==> src/rtl/vram_arbiter.sv <==
`default_nettype none
// ============================================================================
// Module   : vram_arbiter
// Purpose  : Snoops 68000 word/byte writes that land in a framebuffer window,
//            queues them, and interleaves them as byte writes to an 8-bit VRAM
//            between video read fetches. Video reads always win arbitration.
//            A write sequence (setup / strobe / hold) is never aborted.
// Ports    : pixClk             - single system clock (pixel clock)
//            nReset             - asynchronous active-low reset
//            cpuAddr/cpuData    - 68000 address (word) and data, async snoop
//            ncpuAS/UDS/LDS     - 68000 strobes, async snoop, active low
//            cpuRnW             - 68000 read/not-write, async snoop
//            vidReq/vidAddr     - video fetch request and byte address
//            vidGrant           - high while the VRAM bus performs the read
//            vramAddr/vramDout  - VRAM byte address and write data
//            vramDoe            - write-data drive enable
//            nvramOE/nvramWE    - VRAM output / write enables, active low
//            fifoEmpty          - write queue empty
//            overflow           - sticky: a write was dropped on a full queue
// Revision : 1.0 - initial release
// ============================================================================
module vram_arbiter #(
    parameter logic [23:0] FB_BASE    = 24'h3FA700,
    parameter int          FB_BYTES   = 8192,
    parameter int          FIFO_DEPTH = 4
) (
    input  logic        pixClk,
    input  logic        nReset,
    input  logic [23:1] cpuAddr,
    input  logic [15:0] cpuData,
    input  logic        ncpuAS,
    input  logic        ncpuUDS,
    input  logic        ncpuLDS,
    input  logic        cpuRnW,
    input  logic        vidReq,
    input  logic [12:0] vidAddr,
    output logic        vidGrant,
    output logic [12:0] vramAddr,
    output logic [7:0]  vramDout,
    output logic        vramDoe,
    output logic        nvramOE,
    output logic        nvramWE,
    output logic        fifoEmpty,
    output logic        overflow
);

    localparam int c_PTR_W = (FIFO_DEPTH > 1) ? $clog2(FIFO_DEPTH) : 1;
    localparam int c_CNT_W = $clog2(FIFO_DEPTH + 1);
    localparam int c_ENT_W = 30;  // {wordOff[11:0], data[15:0], umask, lmask}

    // Window bounds carried in 25 bits so FB_BASE+FB_BYTES cannot wrap.
    localparam logic [24:0]        c_WIN_LO   = {1'b0, FB_BASE};
    localparam logic [24:0]        c_WIN_HI   = {1'b0, FB_BASE} + 25'(FB_BYTES);
    localparam logic [c_PTR_W-1:0] c_PTR_LAST = c_PTR_W'(FIFO_DEPTH - 1);
    localparam logic [c_CNT_W-1:0] c_CNT_FULL = c_CNT_W'(FIFO_DEPTH);

    typedef enum logic [2:0] {
        ST_IDLE    = 3'd0,
        ST_VREAD   = 3'd1,
        ST_WSETUP  = 3'd2,
        ST_WSTROBE = 3'd3,
        ST_WHOLD   = 3'd4
    } state_t;

    // ------------------------------------------------------------------
    // Bus strobe synchronizers, bit order {AS, UDS, LDS, RnW}; idle high
    // ------------------------------------------------------------------
    logic [3:0] r_sync1;
    logic [3:0] r_sync2;

    always_ff @(posedge pixClk or negedge nReset) begin
        if (!nReset) begin
            r_sync1 <= 4'hF;
            r_sync2 <= 4'hF;
        end else begin
            r_sync1 <= {ncpuAS, ncpuUDS, ncpuLDS, cpuRnW};
            r_sync2 <= r_sync1;
        end
    end

    logic w_asS, w_udsS, w_ldsS, w_rnwS;
    assign {w_asS, w_udsS, w_ldsS, w_rnwS} = r_sync2;

    // ------------------------------------------------------------------
    // Capture and window check
    // ------------------------------------------------------------------
    logic                r_armed;
    logic                w_capture;
    logic [23:0]         w_byteAddr;
    logic                w_inWindow;
    logic [11:0]         w_wordOff;
    logic [c_ENT_W-1:0]  w_pushEntry;

    // Address and data are sampled raw: by the time the synchronized data
    // strobe is seen, the 68000 has held them stable for several clocks.
    assign w_capture  = r_armed & ~w_asS & ~w_rnwS & (~w_udsS | ~w_ldsS);
    assign w_byteAddr = {cpuAddr, 1'b0};
    assign w_inWindow = ({1'b0, w_byteAddr} >= c_WIN_LO) &&
                        ({1'b0, w_byteAddr} <  c_WIN_HI);
    // Only narrowed once the address is known to be inside the window, so
    // out-of-window addresses can never alias onto a valid offset.
    assign w_wordOff  = w_inWindow ? 12'((w_byteAddr - FB_BASE) >> 1) : 12'd0;
    assign w_pushEntry = {w_wordOff, cpuData, ~w_udsS, ~w_ldsS};

    // ------------------------------------------------------------------
    // Write queue
    // ------------------------------------------------------------------
    logic [c_ENT_W-1:0] r_fifoMem [FIFO_DEPTH];
    logic [c_PTR_W-1:0] r_wrPtr;
    logic [c_PTR_W-1:0] r_rdPtr;
    logic [c_CNT_W-1:0] r_count;
    logic               r_overflow;
    logic               w_full;
    logic               w_push;
    logic               w_pushOk;
    logic               w_pop;

    assign w_full   = (r_count == c_CNT_FULL);
    assign w_push   = w_capture & w_inWindow;
    // A pop in the same cycle frees a slot, so a push on full still lands.
    assign w_pushOk = w_push & (~w_full | w_pop);

    always_ff @(posedge pixClk) begin
        if (w_pushOk) begin
            r_fifoMem[r_wrPtr] <= w_pushEntry;
        end
    end

    always_ff @(posedge pixClk or negedge nReset) begin
        if (!nReset) begin
            r_wrPtr    <= '0;
            r_rdPtr    <= '0;
            r_count    <= '0;
            r_overflow <= 1'b0;
            r_armed    <= 1'b1;
        end else begin
            if (w_capture) begin
                r_armed <= 1'b0;
            end else if (w_asS) begin
                r_armed <= 1'b1;
            end
            if (w_push && !w_pushOk) begin
                r_overflow <= 1'b1;
            end
            if (w_pushOk) begin
                r_wrPtr <= (r_wrPtr == c_PTR_LAST) ? '0 : r_wrPtr + 1'b1;
            end
            if (w_pop) begin
                r_rdPtr <= (r_rdPtr == c_PTR_LAST) ? '0 : r_rdPtr + 1'b1;
            end
            case ({w_pushOk, w_pop})
                2'b10:   r_count <= r_count + 1'b1;
                2'b01:   r_count <= r_count - 1'b1;
                default: r_count <= r_count;
            endcase
        end
    end

    // Head entry fields; stable for the whole write since popping happens
    // only in the hold phase of the entry's last byte.
    logic [c_ENT_W-1:0] w_head;
    logic [11:0]        w_headOff;
    logic [15:0]        w_headData;
    logic               w_headU;
    logic               w_headL;

    assign w_head     = r_fifoMem[r_rdPtr];
    assign w_headOff  = w_head[29:18];
    assign w_headData = w_head[17:2];
    assign w_headU    = w_head[1];
    assign w_headL    = w_head[0];

    // ------------------------------------------------------------------
    // Arbitration FSM
    // ------------------------------------------------------------------
    state_t r_state;
    state_t w_nextState;
    logic   r_byteSel;    // byte being written: 0 = upper, 1 = lower
    logic   r_upperDone;  // upper byte of head entry already written
    logic   w_selNext;
    logic   w_lastByte;

    assign w_selNext  = ~(w_headU & ~r_upperDone);
    assign w_lastByte = r_byteSel | ~w_headL;
    assign w_pop      = (r_state == ST_WHOLD) & w_lastByte;

    always_comb begin
        w_nextState = r_state;
        case (r_state)
            ST_IDLE: begin
                if (vidReq) begin
                    w_nextState = ST_VREAD;
                end else if (r_count != '0) begin
                    w_nextState = ST_WSETUP;
                end
            end
            ST_VREAD: begin
                if (!vidReq) begin
                    w_nextState = ST_IDLE;
                end
            end
            ST_WSETUP:  w_nextState = ST_WSTROBE;
            ST_WSTROBE: w_nextState = ST_WHOLD;
            ST_WHOLD:   w_nextState = ST_IDLE;
            default:    w_nextState = ST_IDLE;
        endcase
    end

    // Outputs are registered from the next state so that every VRAM pin
    // changes cleanly on a clock edge, and doe/OE switch only via IDLE.
    logic [12:0] r_vramAddr;
    logic [7:0]  r_vramDout;
    logic        r_vramDoe;
    logic        r_nvramOE;
    logic        r_nvramWE;
    logic        r_vidGrant;

    always_ff @(posedge pixClk or negedge nReset) begin
        if (!nReset) begin
            r_state     <= ST_IDLE;
            r_byteSel   <= 1'b0;
            r_upperDone <= 1'b0;
            r_vramAddr  <= 13'd0;
            r_vramDout  <= 8'd0;
            r_vramDoe   <= 1'b0;
            r_nvramOE   <= 1'b1;
            r_nvramWE   <= 1'b1;
            r_vidGrant  <= 1'b0;
        end else begin
            r_state <= w_nextState;

            if (r_state == ST_WHOLD) begin
                r_upperDone <= ~w_lastByte;
            end

            case (w_nextState)
                ST_VREAD: begin
                    r_vramAddr <= vidAddr;
                    r_vramDoe  <= 1'b0;
                    r_nvramOE  <= 1'b0;
                    r_nvramWE  <= 1'b1;
                    r_vidGrant <= 1'b1;
                end
                ST_WSETUP: begin
                    r_byteSel  <= w_selNext;
                    r_vramAddr <= {w_headOff, w_selNext};
                    r_vramDout <= w_selNext ? w_headData[7:0] : w_headData[15:8];
                    r_vramDoe  <= 1'b1;
                    r_nvramOE  <= 1'b1;
                    r_nvramWE  <= 1'b1;
                    r_vidGrant <= 1'b0;
                end
                ST_WSTROBE: begin
                    r_vramDoe  <= 1'b1;
                    r_nvramOE  <= 1'b1;
                    r_nvramWE  <= 1'b0;
                    r_vidGrant <= 1'b0;
                end
                ST_WHOLD: begin
                    r_vramDoe  <= 1'b1;
                    r_nvramOE  <= 1'b1;
                    r_nvramWE  <= 1'b1;
                    r_vidGrant <= 1'b0;
                end
                default: begin
                    r_vramDoe  <= 1'b0;
                    r_nvramOE  <= 1'b1;
                    r_nvramWE  <= 1'b1;
                    r_vidGrant <= 1'b0;
                end
            endcase
        end
    end

    assign vramAddr  = r_vramAddr;
    assign vramDout  = r_vramDout;
    assign vramDoe   = r_vramDoe;
    assign nvramOE   = r_nvramOE;
    assign nvramWE   = r_nvramWE;
    assign vidGrant  = r_vidGrant;
    assign fifoEmpty = (r_count == '0);
    assign overflow  = r_overflow;

endmodule
`default_nettype wire

==> config.mk <==
export PLATFORM = sky130hd
export DESIGN_NAME = vram_arbiter
export DESIGN_NICKNAME = d
export VERILOG_FILES = /design/src/rtl/vram_arbiter.sv
export SDC_FILE = /design/constraint.sdc
export NUM_CORES = 1
export LEC_CHECK = 0
export CAP_MARGIN = 20
export CORE_MARGIN = 3
export CORE_UTILIZATION = 55
export CTS_CLUSTER_DIAMETER = 40
export DETAILED_ROUTE_END_ITERATION = 10
export PLACE_DENSITY_LB_ADDON = 0.15
export SETUP_SLACK_MARGIN = 0.5
export SYNTH_ARGS = -nofsm -noshare
export SYNTH_HDL_FRONTEND = slang
export SYNTH_SLANG_ARGS = --single-unit
==> constraint.sdc <==
create_clock -name pixClk -period 5.9 [get_ports pixClk]
set_clock_uncertainty 0.2 [all_clocks]
set_input_delay 1.18 -clock pixClk [delete_from_list [all_inputs] [get_ports pixClk]]
set_output_delay 1.18 -clock pixClk [all_outputs]
set_load 0.03 [all_outputs]
Word level (Yosys, flattened, before mapping):

Memories as Yosys holds them, arrays and structs flattened.
Index checks and enable logic that the tools add are counted.

* flip-flop bits (word level): 47
* RAM bits: 120
* bits of input ports: 59
* output and inout bits: 27
* logic and storage cells: 84
* memories kept: 1

* add/sub/neg operators: 5
* order comparisons: 2
* equality and inequality tests: 13
* muxes and demuxes: 18
* bitwise logic cells: 19
* reductions and logical operators: 10

Memories
* r_fifoMem: words 4, width 30, read ports 1, clocked after Yosys merged registers in 0, wr ports 1, line 108 `logic [c_ENT_W-1:0] r_fifoMem [FIFO_DEPTH];`

Operator list (count)
* 13-bit case mux with 2 select lines: 1
* 24-bit by 22-bit greater-or-equal comparator with 1-bit output (second input constant): 1
* 24-bit by 22-bit less-than comparator with 1-bit output (second input constant): 1
* 13-bit by 11-bit subtractor with 13-bit output (second input constant): 1
* 3-bit by 2-bit == test with 1-bit output (second input constant): 4
* 12-bit two-way mux: 1
* 3-bit case mux with 4 select lines: 1
* 3-bit == test (second input constant): 3
* 3-bit two-way mux: 3
* 1-bit inverter: 9
* 1-bit two-way mux: 8
* 8-bit two-way mux: 1
* 1-bit AND: 7
* 2-bit == test (second input constant): 3
* 3-bit by 1-bit == test with 1-bit output (second input constant): 2
* 3-bit zero test: 2
* 3-bit case mux with 2 select lines: 1
* 2-bit nonzero test: 3
* 2-bit by 1-bit adder with 2-bit output (second input constant): 2
* 2-bit two-way mux: 2
* 3-bit by 1-bit adder with 3-bit output (second input constant): 1
* 1-bit bitwise OR: 3
* 3-bit nonzero test: 1
* 3-bit OR reduction: 1
* 4 further kinds: 5

Depth between registers and ports, before layout:

Gate-level depths: netlist of run 1.

* depth in word-level cells: 8
* gate-level depth with buffers: 10

Least setup slack after synthesis of run 1:

No wires, ideal clock.

* kind: input-to-reg
* start point: input cpuAddr[8] (netlist bit)
* end point: memory r_fifoMem[0][0], enable pin
* setup time: 0.390 ns
* arrival time: 3.431 ns
* required time: 5.310 ns
* path slack: 1.879 ns
* stages: 6
* cells stage by stage: ha_1 > a211o_1 > or3b_1 > o32ai_1 > o211a_1 > and2_1

* word-level cells in the longest chain between the ends: 6

Ends and longest elaborated chain
* from (decl): line 29 `input logic [23:1] cpuAddr,`
* 24-bit by 22-bit greater-or-equal comparator with 1-bit output or 24-bit by 22-bit less-than comparator with 1-bit output (tied branches): line 98, 99
* 1-bit logical AND (*): line 98 `assign w_inWindow = ({1'b0, w_byteAddr} >= c_WIN_LO) &&`
* 1-bit AND (*): line 119 `assign w_push = w_capture & w_inWindow;`
* 1-bit AND (*): line 121 `assign w_pushOk = w_push & (~w_full | w_pop);`
* 1-bit two-way mux (*): line 124 `if (w_pushOk) begin`
* 1-bit two-way mux (implied by the code) (*): line 125 `r_fifoMem[r_wrPtr] <= w_pushEntry;`
* to (decl): line 108

Mark *: on every way between the ends. The rest lies on a longest branch, timed or not.

Final worst setup path of run 1:

* start point: input cpuAddr[8] (netlist bit)
* end point: memory r_fifoMem[3][23], enable pin

Same word-level chain as after synthesis.

==> results of run 1 <==
[synth_stat cells, types with 2 or more instances]
master and number:
a21o_1 4, a21oi_1 3, a22oi_1 13, a31oi_1 2, and2_1 5, and3_1 10, clkbuf_1 11, dfrtp_1 36
dfstp_2 11, edfxtp_1 120, ha_1 6, inv_1 12, mux2_2 2, mux2i_1 8, mux4_2 30, nand2_1 43
nand2b_1 2, nand3_1 3, nand3b_1 3, nor2_1 12, nor3_1 2, nor4_1 2, o21ai_0 11
[power breakdown]
| part | switching (mW) | total, mW | internal (mW) |
|---|---|---|---|
| clock | 0.438 | 1.15 | 0.710 |
| combinational | 0.547 | 1.00 | 0.454 |
| sequential | 0.0688 | 1.45 | 1.38 |
[per-layer routing]
metal | global-route usage (%) | part of all wire (%) | routed length (um)
met1 | 27.8 | 44 | 5330
met5 | 0 | 0 | 0
met4 | 6.73 | 1.4 | 170
met2 | 31.8 | 50 | 6130
met3 | 4.95 | 4.6 | 566
[stage by stage]
stage                     power (mW)  area, sq um  setup slack, ns
after floorplan                 2.14         6540             1.88
after global placement          2.46         7570             1.34
after detailed placement        2.48         7570             1.24
after CTS                       3.63         8200             1.68
after global routing            3.77         8210             1.54
final                           3.60         8210             1.69
[cells in the final DEF, fill, tap and decap left out, types with 3 or more instances in the layout]
cell,instances
inv_1,12
nor2_1,12
a22oi_1,13
dfrtp_1,35
dfstp_2,11
a21oi_1,3
nand3_1,3
edfxtp_1,120
nand3b_1,3
mux4_2,30
clkinvlp_4,4
clkinv_4,4
a21o_1,4
bufinv_16,4
o21ai_0,11
nand2_1,43
and2_1,5
buf_4,10
clkdlybuf4s50_1,84
clkbuf_16,17
ha_1,6
and3_1,10
mux2i_1,8
[final cells by class]
class                   instances  area, sq um
flip-flops and latches        167         4790
fillers                       746         3310
multi-input cells             179         1640
repair buffers                 95          921
clock buffers                  17          425
clock inverters                15          204
well taps                     143          179
inverters                      12         45.0
[flip-flops by register name, indices dropped and copies added, names as in the netlist]
name	flops
r_upperDone	1
r_armed	1
r_wrPtr	2
r_fifoMem	120
nvramOE	1
vidGrant	1
r_state	3
r_sync2	4
vramDout	8
r_sync1	4
r_byteSel	1
nvramWE	1
vramAddr	13
r_count	3
r_rdPtr	2
overflow	1
vramDoe	1
[kinds of logic (layout without fill, tap and decap cells)]
kind of cell | count (synthesis) | after routing | share of synthesized area [%]
compound gates | 44 | 44 | 5.18
xor+xnor | 2 | 2 | 0.268
fa+ha+maj | 7 | 7 | 1.45
buf+inv | 26 | 139 | 1.63
flops | 167 | 167 | 73.3
mux | 40 | 40 | 11.9
simple gates | 86 | 86 | 6.29
[critical path, cell delays in order]
cell and delay (ns):
clkdlybuf4s50_1 0.43, ha_1 0.25, a211o_1 0.34, or3b_1 0.36, o32ai_1 0.13, buf_4 0.23, o211a_1 0.28, and2_1 0.46
buf_4 0.40
[how the worst max path moves through the flow]
stage,startpoint,end,slack [ns],depth (start not counted)
finish,cpuAddr[8],r_fifoMem[3][23],1.69,9
CTS,cpuAddr[8],r_fifoMem[3][19],1.68,9
global placement,cpuAddr[8],r_fifoMem[1][23],1.34,9
global route,cpuAddr[8],r_fifoMem[3][22],1.54,9
floorplan,cpuAddr[8],r_fifoMem[0][0],1.88,6
detailed placement,cpuAddr[8],r_fifoMem[3][23],1.24,9
==> flow_metrics.py, run 1 <==
metrics = {
    "status": {
        "status": "completed",
    },
    "cts": {
        "cts_buffers": 17,
        "cts_setup_buffers": 0,
        "cts.sinks": 167,
        "cts_tree": "yes",
        "path_clk_slew_ns": 0.06,
        "cts_hold_buf": 0,
        "htreeDepth": 4,
        "cts_buffer_depth": 2,
        "root_buffer": "clkbuf_16",
        "worstSkewPairLatency_ns": 0.41,
        "cts_resized": 0,
    },
    "synth": {
        "ys.flop_type": "edfxtp_1",
        "syn_avg_cell_area_sq_um": 17.6,
        "async_flop_share_pct": 28.1,
        "synth_cell_types": 44,
        "synth_nets": 438,
        "yosysWarnings": 0,
        "synth_edf_count": 120,
        "synth_area_leader_cell": "edfxtp_1",
        "synthCells": 372,
        "synth_seq_cells": 167,
        "ys_top_cells_by_area": "edfxtp_1, dfrtp_1, mux4_2",
        "synthDominantCellAreaShare_pct": 55.1,
        "syn_area_sq_um": 6540,
        "seq_area_frac_synth_pct": 73.3,
    },
    "floorplanning": {
        "die_w_um": 115,
        "start_util_pct": 56.8,
        "core_sq_um": 11500,
        "dieArea_sq_um": 13200,
        "fp.dieH_um": 115,
        "io_pins": 86,
        "num_rows": 39,
    },
    "setup_path": {
        "reg2reg_to": "r_fifoMem[3][23]",
        "reg2reg_slack_ns": 2.15,
        "cp-end-kind": "register",
        "path_class": "input pin to register",
        "r2r-start": "r_rdPtr[0]",
        "crit_fanout": 21,
        "r2r_cells": 7,
        "arrival_ns": 4.09,
        "worstPathRequired_ns": 5.78,
        "start_kind": "input pin",
    },
    "hold_path": {
        "min_from": "r_sync1[1]",
        "whs_path_depth": 0,
        "min_path_type": "register to register",
        "hold_path_end": "r_sync2[1]",
    },
    "sta": {
        "min_period_over_period_pct": 71.4,
        "fmax_ghz": 0.237,
        "fin_hold_ws_ns": 0.155,
        "rsz0062_at_grt": "no",
        "min_period_ns": 4.21,
        "drv_slew": 0,
        "slew_headroom_pct": 40.2,
        "hold_violations": 0,
        "tightest_slew_ns": 0.894,
        "setup_violations": 0,
        "tns_ns": 0,
    },
    "finish": {
        "final_util_pct": 71.3,
        "area_delta_synth_final_pct": 25.5,
        "stdcell_count": 628,
        "antennaDiodeCount": 0,
        "layout-drive-gt1-share_pct": 19.2,
        "fin_nets": 538,
    },
    "power": {
        "leakage_nw": 2.92,
        "irDropWorstVdd_mv": 0.272,
        "power.density_nw_per_um2": 438,
    },
    "grt": {
        "grt_max_degree": 48,
        "first_global_vias": 3677,
        "grt.overflow.total": 0,
        "grt_pass1_wl_um": 19600,
        "track_usage_pct": 20.1,
        "antenna_found_initial": 0,
    },
    "flow_run": {
        "cap_viol_max_count": 0,
    },
    "detailed_routing": {
        "drt_iter0_drc": 300,
        "antenna_left": 0,
        "drc": 0,
        "wl_per_cell_um": 19.4,
        "routed_wirelength_um": 12200,
        "avgViaCountPerCell": 5.63,
        "drt_first_pass_iters": 4,
        "via_count": 3535,
    },
    "place": {
        "place_inst": 595,
        "hpwl_um": 8180,
        "gp_congestion": 0.734,
        "portBuffers": 85,
    },
}
(Power assumes the default switching activity.)
==> inputs of run 2 (changes only) <==
Clock period 5.9 ns to 3.9 ns, I/O delays scaled along.
==> run 2 against run 1 <==
Net effect: sequential share of layout area shrank 0.14 points; critical path depth fell by 1; count of clock-buffer cells in the layout is 5 higher; non-clock buffer count up 2; via count grew 0.28%; register-to-register slack lost 1.1 ns; worst setup slack lost 1.0 ns; sequential power grew 52%; largest cell class unchanged; die area stayed put; first-iteration DRC count fell by 21%.
==> flow_metrics.py, run 2 (synthesized netlist as in run 1, its figures left out) <==
metrics = {
    "status": {
        "status": "completed",
    },
    "sta": {
        "tns_ns": 0,
        "fmax_ghz": 0.310,
        "hold_violations": 0,
        "tightest_slew_ns": 1.02,
        "drv_slew": 0,
        "min_period_over_period_pct": 82.7,
        "setup_violations": 0,
        "min_period_ns": 3.23,
        "slew_headroom_pct": 31.6,
        "fin_hold_ws_ns": 0.155,
        "rsz0062_at_grt": "no",
    },
    "cts": {
        "root_buffer": "clkbuf_16",
        "worstSkewPairLatency_ns": 0.42,
        "cts_hold_buf": 0,
        "cts_buffers": 17,
        "htreeDepth": 4,
        "path_clk_slew_ns": 0.06,
        "cts_tree": "yes",
        "cts_buffer_depth": 2,
        "cts.sinks": 167,
    },
    "setup_path": {
        "arrival_ns": 3.13,
        "path_class": "input pin to register",
        "slowest_delay_ns": 0.46,
        "crit_path_cell_trace": "clkdlybuf4s50_1 -> ha_1 -> a211o_1 -> or3b_1 -> o32ai_2 -> o211a_1 -> and2_2 -> buf_12",
        "start_kind": "input pin",
        "reg2reg_slack_ns": 1.02,
        "cp-end-kind": "register",
        "reg2reg_to": "r_fifoMem[0][15]",
        "r2r-start": "r_rdPtr[0]",
        "critPathBufInv": 2,
        "crit_slowest_cell": "clkdlybuf4s50_1",
        "r2r_cells": 6,
        "crit_fanout": 30,
        "worstPathRequired_ns": 3.81,
        "critPathTopFamily": "compound AO/OA/AOI/OAI gates",
    },
    "power": {
        "power.switching_mw": 1.59,
        "leakage_nw": 2.92,
        "switching_share_pct": 29.9,
        "clock_power_share_pct": 29.6,
        "p_int_mw": 3.73,
        "power.share.combinational_pct": 28.9,
        "power.density_nw_per_um2": 646,
        "seq_power_share_pct": 41.5,
        "irDropWorstVdd_mv": 0.382,
    },
    "detailed_routing": {
        "routed_wirelength_um": 12900,
        "avgViaCountPerCell": 5.63,
        "wl_per_cell_um": 20.4,
        "antenna_left": 0,
        "drc": 0,
        "drt_iter0_drc": 236,
        "via_count": 3545,
        "drt_first_pass_iters": 4,
    },
    "place": {
        "placed_area_sq_um": 7640,
        "portBuffers": 85,
        "hpwl_um": 8180,
        "place_inst": 596,
        "gp_congestion": 0.761,
    },
    "hold_path": {
        "min_from": "r_sync1[3]",
        "min_path_type": "register to register",
        "hold_path_end": "r_sync2[3]",
        "whs_path_depth": 0,
    },
    "grt": {
        "grt_pass1_wl_um": 20000,
        "track_usage_pct": 20.8,
        "grt.overflow.total": 0,
        "first_global_vias": 3699,
        "grt_max_degree": 48,
        "antenna_found_initial": 0,
    },
    "finish": {
        "final_cell_mix": "edfxtp_1, clkdlybuf4s50_1, nand2_1",
        "largest_reg_flops": 120,
        "layout_commonest_cell": "edfxtp_1",
        "antennaDiodeCount": 0,
        "area_delta_synth_final_pct": 25.8,
        "stdcell_count": 630,
        "final_util_pct": 71.5,
        "top_register": "r_fifoMem",
        "layout-drive-gt1-share_pct": 19.3,
        "fin_nets": 540,
        "fin_area_sq_um": 8230,
    },
    "floorplanning": {
        "num_rows": 39,
        "dieArea_sq_um": 13200,
        "core_sq_um": 11500,
        "die_w_um": 115,
        "fp.dieH_um": 115,
        "start_util_pct": 56.8,
        "io_pins": 86,
    },
    "flow_run": {
        "cap_viol_max_count": 0,
    },
}
run 2: changes by cell type in the layout (fill, tap and decap cells not counted), moves of 2 or more:
cell,change
clkbuf_1,+4
buf_4,-3
and2_1,-4
clkinv_1,+2
and2_2,+4
buf_12,+5
bufinv_16,-2
clkinv_4,-4
run 2: power groups by stage:
stage | Clock [mW] | Sequential, mW | Combinational [mW]
after floorplan | 0 | 2.47 | 0.778
after global placement | 0 | 2.23 | 1.52
after detailed placement | 0 | 2.24 | 1.56
after CTS | 1.61 | 2.21 | 1.56
after global routing | 1.67 | 2.23 | 1.67
final | 1.57 | 2.21 | 1.54
run 2: what timing repair did:
| item | in CTS | in global routing |
|---|---|---|
| setup endpoints to repair | 0 | 121 |
| buffers inserted | 0 | 1 |
| resized for setup | 0 | 1 |
run 2: worst max path at each step:
stage / from / to / slack (ns) / cells after the start
detailed placement: cpuAddr[8] / r_fifoMem[2][9] / 0.15 / 8
floorplan: cpuAddr[8] / r_fifoMem[0][0] / 0.59 / 6
global placement: cpuAddr[8] / r_fifoMem[1][9] / 0.20 / 8
finish: cpuAddr[8] / r_fifoMem[0][15] / 0.67 / 8
CTS: cpuAddr[8] / r_fifoMem[0][15] / 0.58 / 8
global route: cpuAddr[8] / r_fifoMem[0][9] / 0.54 / 8
run 2: worst reg2reg max path, cell delays in order, from the launching register on:
cell and delay (ns):
dfrtp_2 0.38, mux4_2 0.54, a2111oi_4 0.52, buf_4 0.25, o211a_1 0.24, and2_2 0.19
buf_12 0.22
run 2: layout make-up:
cell class | count | area [sq um]
clock buffer | 22 | 454
sequential | 167 | 4790
inverter | 12 | 45.0
clock inverter | 10 | 105
multi-input combinational | 179 | 1650
tap | 143 | 179
timing repair buffer | 97 | 998
fill | 743 | 3290
run 2: layer usage:
layer	vias up	track usage, %	share of wire [%]
met5	-	0	0
met4	0	8.69	0.79
met3	6	4.32	4.3
met2	85	33.5	53
met1	1817	28.0	42
li1	1637	-	-
run 2: per-stage QoR:
stage / setup slack [ns] / power [mW]
floorplan: 0.589 / 3.24
CTS: 0.582 / 5.37
global placement: 0.199 / 3.75
global route: 0.536 / 5.57
finish: 0.673 / 5.32
detailed placement: 0.145 / 3.80
